[src/rtl/nonce_dispatcher.sv]
// Shares one scrypt work unit across NCORES hashing cores: round-robin nonce dispatch,
// round-robin result collection, and a small golden-nonce FIFO for the host readout path.
module nonce_dispatcher #(
  parameter int NCORES     = 4,
  parameter int FIFO_DEPTH = 8
) (
  input  logic                   clk,
  input  logic                   reset,
  input  logic                   load,
  input  logic                   run,
  input  logic [31:0]            nonce_start,
  input  logic [NCORES-1:0]      core_idle,
  output logic [NCORES-1:0]      core_start,
  output logic [31:0]            core_nonce,
  input  logic [NCORES-1:0]      core_done,
  input  logic [NCORES-1:0]      core_hit,
  input  logic [32*NCORES-1:0]   core_result,
  output logic [NCORES-1:0]      core_ack,
  input  logic                   fifo_rd,
  output logic                   gn_valid,
  output logic [31:0]            gn_nonce,
  output logic                   gn_overflow,
  output logic [31:0]            nonce_next,
  output logic                   exhausted
);

  localparam int PW = $clog2(NCORES);
  localparam int AW = $clog2(FIFO_DEPTH);
  localparam int CW = AW + 1;

  // First requester at or after start, else the first one below it: {found, index}.
  function automatic logic [PW:0] rr_pick(input logic [NCORES-1:0] req,
                                          input logic [PW-1:0]     start);
    logic          found;
    logic [PW-1:0] idx;
    found = 1'b0;
    idx   = '0;
    for (int i = 0; i < NCORES; i++) begin
      if (!found && req[i] && (i >= int'(start))) begin
        found = 1'b1;
        idx   = PW'(i);
      end
    end
    for (int i = 0; i < NCORES; i++) begin
      if (!found && req[i]) begin
        found = 1'b1;
        idx   = PW'(i);
      end
    end
    return {found, idx};
  endfunction

  function automatic logic [PW-1:0] rr_next(input logic [PW-1:0] idx);
    return (idx == PW'(NCORES - 1)) ? '0 : idx + PW'(1);
  endfunction

  logic [NCORES-1:0] r_start;
  logic [NCORES-1:0] r_ack;
  logic [NCORES-1:0] r_busy;
  logic [NCORES-1:0] r_stale;
  logic [31:0]       r_cnt;
  logic [31:0]       r_nonce;
  logic              r_exhausted;
  logic [PW-1:0]     r_disp_ptr;
  logic [PW-1:0]     r_coll_ptr;
  logic [PW-1:0]     r_coll_idx_p1;
  logic              r_hit_p1;
  logic [31:0]       r_res_p1;

  logic [31:0]       r_mem [FIFO_DEPTH];
  logic [AW-1:0]     r_rd_ptr;
  logic [AW-1:0]     r_wr_ptr;
  logic [CW-1:0]     r_count;
  logic              r_gn_valid;
  logic [31:0]       r_gn_nonce;
  logic              r_overflow;

  logic [31:0]       w_res [NCORES];
  logic              w_disp_found;
  logic              w_coll_found;
  logic [PW-1:0]     w_disp_idx;
  logic [PW-1:0]     w_coll_idx;
  logic              w_disp_fire;
  logic              w_coll_fire;
  logic              w_full;
  logic              w_empty;
  logic              w_push;
  logic              w_pop;
  logic              w_wr;
  logic              w_drop;
  logic [AW-1:0]     w_rd_nxt;

  always_comb begin
    for (int i = 0; i < NCORES; i++) begin
      w_res[i] = core_result[32*i +: 32];
    end
  end

  // Stage p0: selection. A core pulsed last cycle is masked so it cannot be granted twice.
  always_comb begin
    {w_disp_found, w_disp_idx} = rr_pick(core_idle & ~r_start, r_disp_ptr);
    {w_coll_found, w_coll_idx} = rr_pick(core_done & ~r_ack, r_coll_ptr);
    w_disp_fire = w_disp_found & run & ~r_exhausted & ~load;
    w_coll_fire = w_coll_found & ~load;
  end

  always_ff @(posedge clk or posedge reset) begin
    if (reset) begin
      r_start     <= '0;
      r_nonce     <= '0;
      r_cnt       <= '0;
      r_exhausted <= 1'b0;
      r_disp_ptr  <= '0;
    end else begin
      r_start <= '0;
      if (load) begin
        r_cnt       <= nonce_start;
        r_exhausted <= 1'b0;
      end else if (w_disp_fire) begin
        r_start    <= {{(NCORES-1){1'b0}}, 1'b1} << w_disp_idx;
        r_nonce    <= r_cnt;
        r_cnt      <= r_cnt + 32'd1;
        r_disp_ptr <= rr_next(w_disp_idx);
        if (r_cnt == 32'hFFFF_FFFF) begin
          r_exhausted <= 1'b1;
        end
      end
    end
  end

  always_ff @(posedge clk or posedge reset) begin
    if (reset) begin
      r_ack      <= '0;
      r_coll_ptr <= '0;
    end else begin
      r_ack <= '0;
      if (w_coll_fire) begin
        r_ack      <= {{(NCORES-1){1'b0}}, 1'b1} << w_coll_idx;
        r_coll_ptr <= rr_next(w_coll_idx);
      end
    end
  end

  // Stage p1: the granted core's result, consumed while its ack pulse is high.
  always_ff @(posedge clk) begin
    if (w_coll_fire) begin
      r_coll_idx_p1 <= w_coll_idx;
      r_hit_p1      <= core_hit[w_coll_idx];
      r_res_p1      <= w_res[w_coll_idx];
    end
  end

  // Work is outstanding from its start pulse until its ack; a load turns it stale.
  always_ff @(posedge clk or posedge reset) begin
    if (reset) begin
      r_busy  <= '0;
      r_stale <= '0;
    end else begin
      r_busy <= (r_busy & ~r_ack) | r_start;
      if (load) begin
        r_stale <= (r_busy & ~r_ack) | r_start;
      end else begin
        r_stale <= r_stale & ~r_ack;
      end
    end
  end

  always_comb begin
    w_full   = (r_count == CW'(FIFO_DEPTH));
    w_empty  = (r_count == '0);
    w_push   = (|r_ack) & r_hit_p1 & ~r_stale[r_coll_idx_p1] & ~load;
    w_pop    = fifo_rd & ~w_empty & ~load;
    w_wr     = w_push & (~w_full | w_pop);
    w_drop   = w_push & w_full & ~w_pop;
    w_rd_nxt = r_rd_ptr + AW'(1);
  end

  always_ff @(posedge clk) begin
    if (w_wr) begin
      r_mem[r_wr_ptr] <= r_res_p1;
    end
  end

  // Stage p2: FIFO state; the head is kept in its own register so outputs are registered.
  always_ff @(posedge clk or posedge reset) begin
    if (reset) begin
      r_rd_ptr   <= '0;
      r_wr_ptr   <= '0;
      r_count    <= '0;
      r_gn_valid <= 1'b0;
      r_gn_nonce <= '0;
      r_overflow <= 1'b0;
    end else if (load) begin
      r_rd_ptr   <= '0;
      r_wr_ptr   <= '0;
      r_count    <= '0;
      r_gn_valid <= 1'b0;
      r_gn_nonce <= '0;
      r_overflow <= 1'b0;
    end else begin
      if (w_wr) begin
        r_wr_ptr <= r_wr_ptr + AW'(1);
      end
      if (w_pop) begin
        r_rd_ptr <= w_rd_nxt;
      end
      if (w_wr && !w_pop) begin
        r_count <= r_count + CW'(1);
      end else if (w_pop && !w_wr) begin
        r_count <= r_count - CW'(1);
      end
      if (w_drop) begin
        r_overflow <= 1'b1;
      end
      if (w_empty) begin
        if (w_wr) begin
          r_gn_valid <= 1'b1;
          r_gn_nonce <= r_res_p1;
        end
      end else if (w_pop) begin
        if (r_count != CW'(1)) begin
          r_gn_nonce <= r_mem[w_rd_nxt];
        end else if (w_wr) begin
          r_gn_nonce <= r_res_p1;
        end else begin
          r_gn_valid <= 1'b0;
        end
      end
    end
  end

  assign core_start  = r_start;
  assign core_nonce  = r_nonce;
  assign core_ack    = r_ack;
  assign gn_valid    = r_gn_valid;
  assign gn_nonce    = r_gn_nonce;
  assign gn_overflow = r_overflow;
  assign nonce_next  = r_cnt;
  assign exhausted   = r_exhausted;

endmodule

[config.mk]
export PLATFORM = sky130hd
export DESIGN_NAME = nonce_dispatcher
export DESIGN_NICKNAME = d
export VERILOG_FILES = /design/src/rtl/nonce_dispatcher.sv
export SDC_FILE = /design/constraint.sdc
export NUM_CORES = 1
export LEC_CHECK = 0
export ABC_CLOCK_PERIOD_IN_PS = 8700
export BUFFER_PORTS_ARGS = -buffer_cell sky130_fd_sc_hd__buf_2
export CAP_MARGIN = 15
export CORE_ASPECT_RATIO = 0.5
export CORE_MARGIN = 1.5
export CORE_UTILIZATION = 55
export CTS_CLUSTER_SIZE = 28
export DETAILED_ROUTE_END_ITERATION = 12
export GPL_TIMING_DRIVEN = 0
export PLACE_DENSITY_LB_ADDON = 0.05
export REMOVE_ABC_BUFFERS = 1
export SLEW_MARGIN = 20
export SYNTH_ARGS = -nofsm -noshare
export SYNTH_HDL_FRONTEND = slang
export SYNTH_SLANG_ARGS = --single-unit
[constraint.sdc]
create_clock -name clk -period 8.7 [get_ports clk]
set_input_delay 0.87 -clock clk [delete_from_list [all_inputs] [get_ports clk]]
set_output_delay 0.87 -clock clk [all_outputs]
set_load 0.1 [all_outputs]
==> run_results.csv <==
group,metric,value,unit
run_status,status,"completed",
detailed_routing,antenna_left,0,
detailed_routing,via_per_inst,5.78,
die,core,31900,um2
sta,maxSlewViolCount,0,
detailed_routing,wl_met1,17700,um
synthesis,synth_compound_area_share,5.57,%
sta,hold_violations,0,
sta,rsz0062_at_grt,"false",
sta,fmax,0.295,GHz
synthesis,yosysMostFrequentCell,"edfxtp_1",
die,die_y,131,um
power_and_ir_drop,power_density,314,nW/um2
synthesis,netlist_top_cells_area,"edfxtp_1, dfrtp_1, mux4_2",
synthesis,synth_edf_count,291,
synthesis,syn_area,18000,um2
grt,grt_usage,24.8,%
synthesis,ys.flop_type,"edfxtp_1",
cells_and_area,instances_no_fill,1929,
clock_tree,clk_pin_slew,0.06,ns
grt,grt_pass1_wl,63500,um
grt,antenna_found_initial,1,
synthesis,synthMuxAreaShare,16.2,%
synthesis,syn-instance-count,1146,
die,num_rows,46,
detailed_routing,drt_iter0_markers,847,
placement,port-buffer-count,283,
critical_path,crit_path_end_kind,"register",
synthesis,synth_xor_area_share,1.32,%
placement,dp_cells,1860,
detailed_routing,drt-pass1-iter-count,5,
detailed_routing,totalWireLength,41700,um
placement,place.gp.congestion,0.765,
critical_path,worstPathArrival,3.64,ns
cells_and_area,nets,1659,
synthesis,synth-simple-area-share,7.13,%
synthesis,synth_common_cells,"edfxtp_1, dfrtp_1, mux2i_1, nand2_1, mux4_2",
die,start_util,56.3,%
synthesis,synth_top_family_by_area,"multiplexers",
synthesis,yosysSeqAreaShare,66.5,%
sta,setup_viol,0,
critical_path,critPathKind,"reg -> reg",
sta,worst_pin_slew,0.835,ns
clock_tree,clock-sinks,420,
clock_tree,cts_tree,"yes",
sta,min_period,3.39,ns
detailed_routing,wl_met3,2470,um
synthesis,synthDominantCellAreaShare,48.6,%
worst_hold_path,hold_class,"in -> async",
synthesis,synth_seq_cells,420,
critical_path,r2r_cells,10,
die,io_pins,284,
synthesis,async_reset_ff_share,30.7,%
clock_tree,h-tree-depth,2,
placement,hpwl,28200,um
sta,worst_slack,5.31,ns
detailed_routing,highest_layer,"met4",
die,dieWidth,259,um
clock_tree,cts_setup_buffers,0,
power_and_ir_drop,total_power,6810,uW
sta,fin_worst_skew,0.0201,ns
synthesis,synth.largest_area_cell,"edfxtp_1",
cells_and_area,drive_gt1_share,34.8,%
power_and_ir_drop,ir_drop,0.212,mV
detailed_routing,drcViolationCount,0,
clock_tree,cts-buffers-inserted,38,
clock_tree,root_buffer,"clkbuf_16",
placement,place_ws,5.05,ns
synthesis,synth_fa_ha_area_share,0.974,%
synthesis,ys_types,56,
critical_path,start_kind,"register",
synthesis,syn_avg_cell_area,15.7,um2
critical_path,required,8.94,ns
clock_tree,ctsResizeCount,0,
power_and_ir_drop,power.leakage,0.00859,uW
detailed_routing,routedWlPerCell,21.6,um
grt,overflow,0,
sta,relSlewSlack,44.3,%
grt,grt_pass1_vias,11376,
sta,post-route-period-util,39.0,%
run,max_cap_viol_count,0,
sta,setup_tns,0,ns
detailed_routing,vias,11141,
detailed_routing,met2_length,20900,um
clock_tree,hold_buffers,0,
die,die_area,33900,um2
cells_and_area,fill_cells,2219,
synthesis,yosys_warnings,0,
cells_and_area,synthToLayoutAreaGrowth,20.7,%
clock_tree,worstSkewPairLatency,0.54,ns
critical_path,cp_max_fo,8,
clock_tree,clk_path_buf_depth,3,
grt,grt_max_degree,82,
[final cells by class]
type | count | area, um2 | area share [%]
flip-flops and latches | 420 | 12000 | 55.1
well taps | 432 | 541 | 2.49
clock buffers | 47 | 1010 | 4.63
clock inverters | 21 | 224 | 1.03
multi-input cells | 644 | 5750 | 26.5
diodes | 1 | 2.50 | 0.0115
inverters | 18 | 75.1 | 0.346
repair buffers | 346 | 2150 | 9.88
[where the power goes]
part	total [uW]	internal (uW)	leakage, uW	switching [uW]
Combinational	2350	788	0.00373	1560
Sequential	2760	2510	0.00427	252
Clock	1700	970	0.000588	729
[layer usage]
metal | vias to the layer above | global-route usage, %
met5 | - | 0
met4 | 0 | 5.85
met3 | 47 | 4.76
met2 | 308 | 42.7
met1 | 5695 | 33.1
li1 | 5091 | -
[sequential cells by signal (all words and copies together) (netlist names), 2 cells and up]
name,flops
r_coll_idx_p1,2
gn_nonce,32
r_coll_ptr,2
nonce_next,32
core_nonce,32
r_stale,4
core_start,4
r_count,4
r_rd_ptr,3
r_mem,256
r_wr_ptr,3
r_disp_ptr,2
core_ack,4
r_busy,4
r_res_p1,32
[cell families (layout without fill, tap and decap cells)]
| family | count (synthesis) | after routing |
|---|---|---|
| DFF | 420 | 420 |
| and+or+nand+nor | 256 | 256 |
| muxes | 206 | 206 |
| AOI/OAI and AO/OA | 141 | 141 |
| buffers and inverters | 82 | 432 |
| xor gates and xnor gates | 27 | 27 |
| adders and majority gates | 14 | 14 |
| other | 0 | 1 |
[critical path, cell delays in order (launching register included)]
cell,delay [ns]
dfrtp_1,0.43
inv_1,0.11
ha_1,0.29
and4bb_2,0.31
nor2_1,0.12
nand2_2,0.15
nor4_2,0.62
buf_2,0.35
buf_2,0.24
buf_2,0.24
buf_2,0.23
[final timing paths]
path / from / to / slack, ns
worst max-delay path: r_count[1] / r_mem[0][8] / 5.31
worst min-delay path: reset / core_nonce[17] / 0.35
worst max register to register: r_count[1] / r_mem[0][8] / 5.31
worst min register to register: r_busy[1] / r_busy[1] / 0.48
max in group asynchronous: reset / r_rd_ptr[0] / 7.57
min in group clk: r_busy[1] / r_busy[1] / 0.48
[placed cells by master, fill, tap and decap left out, types with 30 or more instances in the layout]
cell	count
buf_2	292
a21oi_1	41
mux2_2	35
nor2_1	35
dfrtp_1	128
nand2_1	106
edfxtp_1	291
clkbuf_16	39
a221o_1	32
buf_4	30
mux4_2	65
mux2i_1	106
[through the flow]
step	utilization, %	cell area (um2)	hold WS (ns)
floorplan	-	17600	0.447
global placement	61.4	19600	0.464
detailed placement	64.1	20500	0.470
CTS	67.9	21700	0.351
global route	68.0	21700	0.386
finish	68.0	21700	0.353
No activity file was read; power rests on OpenSTA's default activity.
